### config.mk
export PLATFORM = sky130hd
export DESIGN_NAME = psec_spi_burst_regs
export DESIGN_NICKNAME = d
export VERILOG_FILES = /design/src/rtl/psec_spi_burst_regs.sv
export SDC_FILE = /design/constraint.sdc
export NUM_CORES = 1
export LEC_CHECK = 0
export BUFFER_PORTS_ARGS = -buffer_cell sky130_fd_sc_hd__buf_2
export CORE_ASPECT_RATIO = 1.5
export CORE_MARGIN = 10
export CORE_UTILIZATION = 46
export DETAILED_ROUTE_END_ITERATION = 10
export PLACE_DENSITY = 0.68
export SETUP_SLACK_MARGIN = 0.05
export SYNTH_ARGS = -nofsm -noshare
export SYNTH_HDL_FRONTEND = slang
export SYNTH_SLANG_ARGS = --single-unit
### constraint.sdc
create_clock -name spi_clk -period 2.96 [get_ports spi_clk]
set_clock_uncertainty 0.2 [all_clocks]
set_input_delay 0.592 -clock spi_clk [delete_from_list [all_inputs] [get_ports spi_clk]]
set_output_delay 0.592 -clock spi_clk [all_outputs]
set_load 0.02 [all_outputs]
### src/rtl/psec_spi_burst_regs.sv
`default_nettype none
// ============================================================================
// psec_spi_burst_regs : SPI slave register bank, burst auto-increment, pulse-only instruction address
// Rev 1.0
// ============================================================================
module psec_spi_burst_regs #(
  parameter int ADDR_W    = 7,
  parameter int DATA_W    = 8,
  parameter int NUM_REGS  = 16,
  parameter int INST_ADDR = 3,
  parameter logic [NUM_REGS*DATA_W-1:0] RESET_VAL = '0
) (
  input  logic                         spi_clk,
  input  logic                         rstn,
  input  logic                         cs,
  input  logic                         pico,
  output logic                         poci_spi,
  output logic [ADDR_W-1:0]            addr,
  output logic [NUM_REGS*DATA_W-1:0]   regs_flat,
  output logic                         wr_strobe,
  output logic [DATA_W-1:0]            inst_pulse,
  output logic                         addr_err
);

  localparam int C_CNT_MAX = (ADDR_W > DATA_W) ? ADDR_W : DATA_W;
  localparam int C_CNT_W   = $clog2(C_CNT_MAX);

  localparam logic [2:0] c_S_IDLE  = 3'd0;
  localparam logic [2:0] c_S_HDR   = 3'd1;
  localparam logic [2:0] c_S_WDATA = 3'd2;
  localparam logic [2:0] c_S_RDATA = 3'd3;
  localparam logic [2:0] c_S_ABORT = 3'd4;

  localparam logic [ADDR_W:0]   c_NUM_REGS = NUM_REGS[ADDR_W:0];
  localparam logic [ADDR_W-1:0] c_LAST     = ADDR_W'(NUM_REGS - 1);
  localparam logic [ADDR_W-1:0] c_INST     = ADDR_W'(INST_ADDR);
  localparam logic [C_CNT_W-1:0] c_HDR_END = C_CNT_W'(ADDR_W - 1);
  localparam logic [C_CNT_W-1:0] c_WRD_END = C_CNT_W'(DATA_W - 1);

  logic [2:0]                   r_state;
  logic [C_CNT_W-1:0]           r_cnt;
  logic                         r_rw;
  logic                         r_rst_seen;
  logic [ADDR_W-2:0]            r_hdr;
  logic [DATA_W-2:0]            r_shift;
  logic [DATA_W-1:0]            r_sout;
  logic [ADDR_W-1:0]            r_addr;
  logic [NUM_REGS*DATA_W-1:0]   r_regs;
  logic                         r_wr_strobe;
  logic [DATA_W-1:0]            r_inst;
  logic                         r_err;

  logic [ADDR_W-1:0] w_hdr_addr;
  logic [DATA_W-1:0] w_word;
  logic              w_last_hdr;
  logic              w_last_word;
  logic              w_in_range;
  logic              w_hdr_in_range;
  logic [ADDR_W-1:0] w_next_addr;
  logic [ADDR_W-1:0] w_rd_addr;
  logic [DATA_W-1:0] w_rd_word;
  logic              w_commit;

  assign w_hdr_addr     = {r_hdr, pico};
  assign w_word         = {r_shift, pico};
  assign w_last_hdr     = (r_state == c_S_HDR) && (r_cnt == c_HDR_END);
  assign w_last_word    = ((r_state == c_S_WDATA) || (r_state == c_S_RDATA)) && (r_cnt == c_WRD_END);
  assign w_in_range     = {1'b0, r_addr} < c_NUM_REGS;
  assign w_hdr_in_range = {1'b0, w_hdr_addr} < c_NUM_REGS;
  // In-range bursts wrap at the top register; out-of-range ones roll over naturally.
  assign w_next_addr    = (r_addr == c_LAST) ? '0 : r_addr + 1'b1;
  assign w_rd_addr      = w_last_hdr ? w_hdr_addr : w_next_addr;
  assign w_commit       = !cs && !r_rst_seen && w_last_word && (r_state == c_S_WDATA) && w_in_range;

  always_comb begin
    w_rd_word = '0;
    for (int k = 0; k < NUM_REGS; k++) begin
      if ((w_rd_addr == ADDR_W'(k)) && (k != INST_ADDR)) begin
        w_rd_word = r_regs[k*DATA_W +: DATA_W];
      end
    end
  end

  always_ff @(posedge spi_clk) begin
    if (!rstn) begin
      r_state     <= c_S_IDLE;
      r_cnt       <= '0;
      r_rw        <= 1'b0;
      r_rst_seen  <= 1'b1;
      r_hdr       <= '0;
      r_shift     <= '0;
      r_sout      <= '0;
      r_addr      <= '0;
      r_regs      <= RESET_VAL;
      r_wr_strobe <= 1'b0;
      r_inst      <= '0;
      r_err       <= 1'b0;
    end else begin
      r_rst_seen  <= 1'b0;
      r_wr_strobe <= 1'b0;
      r_inst      <= '0;
      if (cs) begin
        r_state <= c_S_IDLE;
        r_cnt   <= '0;
        r_hdr   <= '0;
        r_shift <= '0;
        r_sout  <= '0;
      end else if (r_rst_seen) begin
        // Reset released in the middle of a frame: ignore the rest of it.
        r_state <= c_S_ABORT;
      end else begin
        case (r_state)
          c_S_IDLE: begin
            r_rw    <= pico;
            r_cnt   <= '0;
            r_state <= c_S_HDR;
          end
          c_S_HDR: begin
            r_hdr <= w_hdr_addr[ADDR_W-2:0];
            if (w_last_hdr) begin
              r_state <= r_rw ? c_S_WDATA : c_S_RDATA;
              r_addr  <= w_hdr_addr;
              r_cnt   <= '0;
              r_sout  <= w_rd_word;
              if (!w_hdr_in_range) r_err <= 1'b1;
            end else begin
              r_cnt <= r_cnt + 1'b1;
            end
          end
          c_S_WDATA, c_S_RDATA: begin
            r_shift <= w_word[DATA_W-2:0];
            if (w_last_word) begin
              r_cnt  <= '0;
              r_addr <= w_next_addr;
              r_sout <= w_rd_word;
            end else begin
              r_cnt  <= r_cnt + 1'b1;
              r_sout <= {r_sout[DATA_W-2:0], 1'b0};
            end
          end
          default: ;
        endcase
      end

      if (w_commit) begin
        r_wr_strobe <= 1'b1;
        if (r_addr == c_INST) r_inst <= w_word;
      end
      for (int k = 0; k < NUM_REGS; k++) begin
        if (w_commit && (r_addr == ADDR_W'(k)) && (k != INST_ADDR)) begin
          r_regs[k*DATA_W +: DATA_W] <= w_word;
        end
      end
    end
  end

  assign poci_spi   = (r_state == c_S_RDATA) && !cs && r_sout[DATA_W-1];
  assign addr       = r_addr;
  assign regs_flat  = r_regs;
  assign wr_strobe  = r_wr_strobe;
  assign inst_pulse = r_inst;
  assign addr_err   = r_err;

endmodule
`default_nettype wire
* Word level (Yosys, flattened, before mapping) *
Cells that the tools add are included.
Widths: inputs -> output; s select.

operators by class
  add/sub/neg operators = 2
  magnitude comparators = 2
  equal/unequal tests = 37
  mux-type cells = 32
  bitwise gates (word level) = 4
  reduce and logical (&&, ||, !) cells = 46

operators with widths
  kind                 count
  $mux 8               17
  $eq 7x4->1 const B   16
  $eq 7x3->1 const B   8
  $mux 7               4
  $logic_and 1x1->1    23
  $eq 7x2->1 const B   3
  $pmux 8 s2           1
  $eq 7x1->1 const B   2
  $logic_not 7->1      2
  $lt 7x5->1 const B   2
  $pmux 7 s2           1
  $mux 3               4
  $reduce_and 2->1     5
  $reduce_and 5->1     2
  $pmux 3 s3           1
  $reduce_and 3->1     3
  $add 7x1->7 const B  1
  $eq 3x2->1 const B   2
  $eq 3x3->1 const B   2
  $pmux 3 s2           1
  $reduce_bool 3->1    2
  $ne 2x2->1 const B   2
  $not 1->1            4
  $reduce_bool 2->1    2
  other kinds (9)      13

storage, ports and cells
  bits in registers = 166
  word-level logic and storage cells = 150

* Logic depth before layout (Yosys ltp) *
Gate-level depths: netlist of run 1.

  depth after elaboration = 21
  mapped depth = 13
  depth with buffers taken out = 10

* Least setup slack after synthesis of run 1 *
No wires, ideal clock.

  kind = register -> register
  start = reg r_addr[0] (netlist: addr[0])
  end = reg r_sout[0]
  arrival time = 2537 ps
  data required time = 2639 ps
  path slack = 101 ps
  cell stages (with the launch flop) = 12
  buffers on the path = 1
  clock period less this slack = 2859 ps
  cells stage by stage = dfxtp_1 -> inv_1 -> ha_1 -> clkbuf_1 -> inv_1 -> o21ai_0 -> o32ai_2 -> a221oi_2 -> a21oi_1 -> o32ai_1 -> a32o_1 -> a31oi_1

on the way
  cells in the longest elaborated chain, start to end = 21
  elaborated cells between the ends (all ways) = 37

RTL lines
  element                                           line      text
  start, declared                                   47        logic [ADDR_W-1:0] r_addr;
  start signal, assigned                            122       r_addr <= w_hdr_addr;
  start signal, assigned                            134       r_addr <= w_next_addr;
  $add 7x1->7 / $eq 7x4->1 (equally long branches)  71        assign w_next_addr = (r_addr == c_LAST) ? '0 : r_addr + 1'b1;
  $mux 7 *                                          71
  $mux 7 *                                          72        assign w_rd_addr = w_last_hdr ? w_hdr_addr : w_next_addr;
  $logic_not 7->1                                   78        if ((w_rd_addr == ADDR_W'(k)) && (k != INST_ADDR)) begin
  $mux 8 (14 in series)                             78
  $mux 8 *                                          78
  $mux 8, on equally long branches                  132, 120
  $pmux 8 s2 *                                      112       case (r_state)
  end signal, assigned                              124       r_sout <= w_rd_word;
  end signal, assigned                              135       r_sout <= w_rd_word;
  end signal, assigned                              138       r_sout <= {r_sout[DATA_W-2:0], 1'b0};
  end, declared                                     46        logic [DATA_W-1:0] r_sout;

Every way passes the cells marked *; elsewhere a longest branch is shown, timed or not. The select of a mux whose other input is x is not followed.
A chain may end at the register's enable or synchronous reset.

* Worst setup path after layout of run 1 *
  start = reg r_addr[0] (netlist: addr[0])
  end = reg r_sout[4]

Same word-level chain as after synthesis.

==> results of run 1 <==
sequential cells by signal (all words and copies together) (netlist names):
name / count
addr: 7
addr_err: 1
inst_pulse: 8
r_cnt: 3
r_hdr: 6
r_rst_seen: 1
r_rw: 1
r_shift: 7
r_sout: 8
r_state: 3
regs_flat: 120
wr_strobe: 1
cell families after synthesis:
family	synth area share, %
other	0.0459
AOI/OAI and AO/OA	25.7
xor gates and xnor gates	0.214
muxes	2.69
adders and majority gates	1.07
DFF	40.7
and+or+nand+nor	23.4
buffers and inverters	6.22
metal layers:
metal	up-vias	track usage [%]
li1	4054	-
met1	4201	32.1
met2	349	47.2
met3	51	4.59
met4	0	10.1
met5	-	0
through the flow:
stage                     total power (W)  TNS (ps)
after floorplan                   0.00236         0
after global placement            0.00237         0
after detailed placement          0.00237         0
after CTS                         0.00455         0
after global routing              0.00464     -51.3
final                             0.00453         0
cell type report:
class / count / area, sq um
fill: 1696 / 7400
multi-input combinational: 814 / 4460
sequential: 166 / 3330
timing repair buffer: 221 / 1350
clock buffer: 19 / 443
tap: 213 / 267
clock inverter: 13 / 138
inverter: 10 / 38.8
how the worst max path moves through the flow:
stage | start | end | slack [ps] | cells past startpoint
floorplan | addr[0] | r_sout[0] | 100 | 11
global placement | addr[0] | r_sout[2] | 60 | 10
finish | addr[0] | r_sout[4] | 130 | 12
CTS | r_cnt[0] | r_sout[2] | 50 | 12
global route | addr[0] | r_sout[4] | -50 | 12
detailed placement | addr[0] | r_sout[2] | 10 | 10
synthesized netlist by cell type (8+ instances only):
master,instances
sky130_fd_sc_hd__a21oi_1,162
sky130_fd_sc_hd__a221oi_1,9
sky130_fd_sc_hd__a22oi_1,16
sky130_fd_sc_hd__a31oi_1,10
sky130_fd_sc_hd__and2_1,21
sky130_fd_sc_hd__and3_1,8
sky130_fd_sc_hd__buf_2,14
sky130_fd_sc_hd__buf_4,11
sky130_fd_sc_hd__clkbuf_1,58
sky130_fd_sc_hd__dfxtp_1,166
sky130_fd_sc_hd__inv_1,10
sky130_fd_sc_hd__mux2i_1,22
sky130_fd_sc_hd__nand2_1,293
sky130_fd_sc_hd__nand3_1,28
sky130_fd_sc_hd__nor2_1,49
sky130_fd_sc_hd__nor3_1,12
sky130_fd_sc_hd__o21ai_0,35
sky130_fd_sc_hd__o22ai_1,19
repair_timing:
item / in CTS / in global routing
endpoints found under the setup margin: 2 / 7
gates resized for setup: 3 / 22
pin swaps: 1 / 3
buffers inserted: 0 / 3
critical path, cell delays in order, from the launching register on:
cell and delay, ps:
sky130_fd_sc_hd__dfxtp_2 390, sky130_fd_sc_hd__inv_1 100, sky130_fd_sc_hd__ha_1 340, sky130_fd_sc_hd__inv_1 80, sky130_fd_sc_hd__a21oi_1 380, sky130_fd_sc_hd__nor2_1 130
sky130_fd_sc_hd__buf_4 190, sky130_fd_sc_hd__a21oi_1 140, sky130_fd_sc_hd__a211oi_1 70, sky130_fd_sc_hd__buf_4 150, sky130_fd_sc_hd__o211a_1 240, sky130_fd_sc_hd__o221ai_1 190
sky130_fd_sc_hd__a211oi_1 100
report_power, final:
group / leakage (nW) / switching, W / internal [W] / total (W)
clock: 0.276 / 0.00100 / 0.00120 / 0.00220
sequential: 1.34 / 0.00000319 / 0.00223 / 0.00224
combinational: 2.24 / 0.0000725 / 0.0000154 / 0.0000879
total: 3.85 / 0.00108 / 0.00345 / 0.00453
==> flow_summary.rst, run 1 <==
.. list-table::
   :header-rows: 1

   * - Metric
     - Value
   * - Result of the run
     - completed
   * - Clock transition time at the flip-flop clock pins of the worst setup and hold paths
     - about 70 ps
   * - Area share of the largest cell type after synthesis
     - about 41%
   * - Worst Setup Path Type
     - reg2reg
   * - Max frequency
     - ~0.35 GHz
   * - Pin count of the biggest net entering global routing
     - 50
   * - Worst IR Drop VDD
     - 327 uV
   * - Clk_lat worst skew
     - about 430 ps
   * - Hold depth
     - 1
   * - DRT Pass-1 Iters
     - 5
   * - Placeable core region
     - ~17,000 sq um
   * - EDFF count, synth
     - 0
   * - Startpoint kind of the worst setup timing path
     - flip-flop
   * - # hold bufs at CTS
     - 0
   * - CTS H-tree depth
     - 4
   * - Count of cell types in the netlist
     - around 80
   * - Area enclosed by the die boundary
     - 23,600 sq um
   * - DRC violations left
     - 0
   * - Clock tree from TritonCTS
     - yes
   * - Placed Instances
     - about 1,400
   * - # Max-Cap Violations
     - 0
   * - Biggest fanout along the worst timing path
     - 5
   * - Synthesized area per cell
     - 7.60 sq um
   * - Minimum setup slack in the final design
     - about 130 ps
   * - Endpoint class of the critical path
     - flip-flop
   * - Final layout net count
     - between 1,000 and 1,500
   * - Slew Limit Fails
     - 0
   * - Most area-hungry cell type in the Yosys netlist
     - sky130_fd_sc_hd__dfxtp_1
   * - Worst reg-to-reg path cell count
     - 12
   * - Hold Worst Slack
     - approximately 230 ps
   * - First-iteration detailed-routing DRC count
     - 876
   * - Most common cell after layout, fill and taps aside
     - sky130_fd_sc_hd__nand2_1
   * - Final setup fails
     - 0
   * - Hold path start
     - r_rw
   * - Die height
     - 183 um
   * - Antenna violations before repair
     - 0
   * - Quantity of I/O buffers inserted on ports
     - 141
   * - Util after Layout
     - ~58%
   * - Count of antenna diodes in the layout
     - 0
   * - Aggregate global routing overflow
     - 0
   * - Last weighted congestion value of the routability-driven placer
     - 0.972
   * - Required time of the critical path
     - between 3000 and 4000 ps
   * - Yosys warning count
     - 0
   * - Endpoint of the most critical register-to-register path
     - r_sout[4]
   * - Worst rel slew slack
     - between 10% and 20%
   * - Mapped Cells
     - between 1,000 and 1,500
   * - DPL Wire Length
     - ~24,000 um
   * - Vias in the first global route
     - between 8,000 and 9,000
   * - Met3 routed WL
     - between 1500 and 2000 um
   * - Layout area overhead
     - 22.6%
   * - Portion of the post-synthesis area used by sequential elements
     - between 40 and 50%
   * - Deepest clock path buffer count
     - 2
   * - Reported leakage power
     - roughly 3.9 nW
   * - Met1 wire length
     - around 13,000 um
   * - Slew at the pin closest to its max-slew limit
     - 1220 ps
   * - Flop and latch count out of synthesis
     - about 170
   * - Non-filler cells, final
     - ~1,500
   * - Post-Syn Area
     - between 8000 and 9000 sq um
   * - Period Utilization, post-route
     - a little over nine tenths
   * - Antenna viol nets, final
     - 0
   * - Leading cell types in the layout, fill and taps excluded
     - sky130_fd_sc_hd__nand2_1, sky130_fd_sc_hd__dfxtp_1, sky130_fd_sc_hd__a21oi_1, sky130_fd_sc_hd__buf_2, sky130_fd_sc_hd__buf_4
   * - Clk Tree Root Cell
     - sky130_fd_sc_hd__clkbuf_16
   * - Met2 layer wire length in the routed design
     - roughly 17,000 um
   * - Post-Place Worst Slack
     - approximately 12 ps
   * - Global-route wire length before repair
     - 49,200 um
   * - Endpoint of the worst hold-timing path
     - r_state[0]
   * - Initial standard-cell utilization of the core
     - between 40% and 50%
   * - Worst hold path class
     - reg2reg
   * - Highest routing layer actually used
     - met4
   * - Power density normalized to cell area
     - 452 nW/um^2
   * - Cell area reported after detailed placement
     - between 9000 and 10,000 sq um
   * - DR vias
     - around 8,700
   * - Number of placed I/O pins
     - 150
   * - Post-synth ARST share
     - 0%
   * - Total routing usage reported by global routing
     - between 20% and 30%
   * - Design area
     - 10,000 sq um
   * - Min cycle time layout
     - 2830 ps
   * - Total CTS buffers
     - 17
   * - Data arrival, critical path
     - about 3000 ps
   * - Via-per-instance ratio
     - roughly 5.9
   * - Number of hold violations in the final report
     - 0
   * - Share of layout cells above drive strength 1
     - around a quarter
   * - Leading cell types by total area after synthesis
     - sky130_fd_sc_hd__dfxtp_1, sky130_fd_sc_hd__nand2_1, sky130_fd_sc_hd__a21oi_1
   * - Chip Width
     - roughly 130 um
   * - Startpoint of the lowest-slack register-to-register path
     - addr[0]
   * - RSZ-0062 raised after global routing
     - yes
   * - Clock net sink count
     - about 170
   * - Main synth FF type
     - sky130_fd_sc_hd__dfxtp_1
   * - # rows
     - between 50 and 60
   * - Setup slack, reg-to-reg
     - ~130 ps
   * - Detail-routed net length per standard cell
     - 22.7 um
   * - Post-Route WL
     - ~33,000 um
Power figures use the tool's default switching activity.
==> run 2: changes to the inputs <==
--- a/config.mk
+++ b/config.mk
@@ -5,12 +5,11 @@
 export SDC_FILE = /design/constraint.sdc
 export NUM_CORES = 1
 export LEC_CHECK = 0
-export BUFFER_PORTS_ARGS = -buffer_cell sky130_fd_sc_hd__buf_2
-export CORE_ASPECT_RATIO = 1.5
+export CORE_ASPECT_RATIO = 0.8
 export CORE_MARGIN = 10
 export CORE_UTILIZATION = 46
 export DETAILED_ROUTE_END_ITERATION = 10
-export PLACE_DENSITY = 0.68
+export DONT_BUFFER_PORTS = 1
 export SETUP_SLACK_MARGIN = 0.05
 export SYNTH_ARGS = -nofsm -noshare
 export SYNTH_HDL_FRONTEND = slang
==> flow_summary.rst, run 2 (same netlist as run 1, synthesis figures left out) <==
.. list-table::
   :header-rows: 1

   * - Metric
     - Value
   * - Area enclosed by the die boundary
     - about 24,000 sq um
   * - Cell area reported after detailed placement
     - 8760 sq um
   * - Startpoint kind of the worst setup timing path
     - flip-flop
   * - Aggregate global routing overflow
     - 0
   * - DPL Wire Length
     - 23,300 um
   * - Worst hold path class
     - in2reg
   * - Util after Layout
     - 55.3%
   * - Most common cell after layout, fill and taps aside
     - sky130_fd_sc_hd__nand2_1
   * - Clk_lat worst skew
     - 450 ps
   * - Overall power of the completed layout
     - between 0.004 and 0.005 W
   * - Design area
     - between 9000 and 10,000 sq um
   * - Worst rel slew slack
     - 17.7%
   * - Post-Route WL
     - roughly 32,000 um
   * - Clk Tree Root Cell
     - sky130_fd_sc_hd__clkbuf_16
   * - Result of the run
     - completed
   * - Hold Worst Slack
     - between 70 and 80 ps
   * - Slew Limit Fails
     - 0
   * - Startpoint of the lowest-slack register-to-register path
     - addr[1]
   * - Die height
     - between 100 and 150 um
   * - Power density normalized to cell area
     - 502 nW/um^2
   * - DRT Pass-1 Iters
     - 7
   * - Slew at the pin closest to its max-slew limit
     - around 1200 ps
   * - Internal cell power
     - around 0.0037 W
   * - Number of hold violations in the final report
     - 0
   * - Chip Width
     - about 170 um
   * - DRC violations left
     - 0
   * - Antenna violations before repair
     - 1
   * - Clock net sink count
     - roughly 170
   * - Net switching power
     - between 0.001 and 0.0015 W
   * - Total routing usage reported by global routing
     - between 20% and 30%
   * - Final layout net count
     - approximately 1,100
   * - Biggest fanout along the worst timing path
     - 7
   * - Via-per-instance ratio
     - approximately 6
   * - Global-route wire length before repair
     - 48,200 um
   * - Proportion of total power due to net switching
     - 22.5%
   * - Pin count of the biggest net entering global routing
     - just over 70
   * - # rows
     - 43
   * - Part of the total power dissipated in sequential elements
     - a little under half
   * - Endpoint class of the critical path
     - flip-flop
   * - Period Utilization, post-route
     - between 90% and 100%
   * - DR vias
     - ~8,200
   * - Placeable core region
     - around 17,000 sq um
   * - Initial standard-cell utilization of the core
     - between 40 and 50%
   * - Last weighted congestion value of the routability-driven placer
     - 0.970
   * - Worst Setup Path Type
     - reg2reg
   * - # hold bufs at CTS
     - 0
   * - First-iteration detailed-routing DRC count
     - roughly 1,000
   * - Share of power burned in combinational logic
     - approximately 1.5%
   * - Portion of total power attributed to the clock network
     - 52.1%
   * - Worst IR Drop VDD
     - ~270 uV
   * - Detail-routed net length per standard cell
     - 23.8 um
   * - Vias in the first global route
     - 7,538
   * - # Max-Cap Violations
     - 0
   * - Clock transition time at the flip-flop clock pins of the worst setup and hold paths
     - 70 ps
   * - Data arrival, critical path
     - 2950 ps
   * - CTS H-tree depth
     - 4
   * - Max frequency
     - between 0.3 and 0.4 GHz
   * - Antenna viol nets, final
     - 0
   * - Number of flip-flops in the largest register
     - 120
   * - Critical path startpoint
     - addr[1]
   * - Quantity of I/O buffers inserted on ports
     - 0
   * - Share of layout cells above drive strength 1
     - ~17%
   * - RSZ-0062 raised after global routing
     - yes
   * - Deepest clock path buffer count
     - 2
   * - Total CTS buffers
     - 17
   * - Required time of the critical path
     - just over 3000 ps
   * - Reported leakage power
     - around 3.2 nW
   * - Count of antenna diodes in the layout
     - 0
   * - Number of placed I/O pins
     - 150
   * - Final setup fails
     - 0
   * - Hold path start
     - pico
   * - Layout area overhead
     - 17.6%
   * - Leading cell types in the layout, fill and taps excluded
     - sky130_fd_sc_hd__nand2_1, sky130_fd_sc_hd__dfxtp_1, sky130_fd_sc_hd__a21oi_1, sky130_fd_sc_hd__buf_4, sky130_fd_sc_hd__nor2_1
   * - Min cycle time layout
     - between 2000 and 3000 ps
   * - Clock tree from TritonCTS
     - yes
-- run 2: final timing paths --
check	endpoint	slack, ps	cells after the start
setup reg to reg	r_sout[4]	140	12
hold reg to reg	r_state[0]	230	1
hold / removal	inst_pulse[0]	70	1
setup / recovery	r_sout[4]	140	12
-- run 2: power by group through the flow --
stage               Clock (W)  Combinational [W]  Sequential [W]
global placement            0          0.0000715         0.00229
floorplan                   0          0.0000697         0.00229
detailed placement          0          0.0000713         0.00229
CTS                   0.00253          0.0000715         0.00224
global route          0.00262          0.0000794         0.00224
finish                0.00251          0.0000734         0.00224
-- run 2: metal layers --
layer  vias up  GRT usage [%]  wire (um)
li1       3833              -          -
met1      3938           36.0      14100
met2       406           37.5      13900
met3        44           9.43       3470
met4         2           6.89        576
met5         -              0         13
-- run 2: repair_timing --
action | 4_1_cts | 5_1_grt
setup buffers | 0 | 5
pin swaps | 0 | 7
gates cloned | 0 | 0
gates resized for setup | 4 | 33
endpoints found under the setup margin | 4 | 6
-- run 2: cell type report --
cell class | instances | area [sq um]
Fill cell | 1682 | 7760
Multi-Input combinational cell | 814 | 4510
Sequential cell | 166 | 3330
Timing Repair Buffer | 103 | 793
Clock buffer | 19 | 453
Tap cell | 225 | 282
Clock inverter | 13 | 210
Inverter | 10 | 40.0
-- run 2: stage by stage --
stage / instances / setup TNS, ps / setup slack (ps)
finish: 1350 / 0 / 135
detailed placement: 1313 / -137 / -137
CTS: 1345 / 0 / 41.4
global route: 1350 / 0 / 20.7
global placement: 1313 / -157 / -136
floorplan: 1082 / 0 / 101
-- run 2: critical path, cell delays in order, from the launching register on --
cell	delay, ps
sky130_fd_sc_hd__dfxtp_2	340
sky130_fd_sc_hd__ha_1	190
sky130_fd_sc_hd__buf_4	170
sky130_fd_sc_hd__and3_2	230
sky130_fd_sc_hd__a31o_4	240
sky130_fd_sc_hd__o211ai_1	180
sky130_fd_sc_hd__buf_4	170
sky130_fd_sc_hd__and2_2	190
sky130_fd_sc_hd__buf_4	160
sky130_fd_sc_hd__a31oi_1	40
sky130_fd_sc_hd__o211a_1	280
sky130_fd_sc_hd__o221ai_2	210
sky130_fd_sc_hd__a211oi_1	110
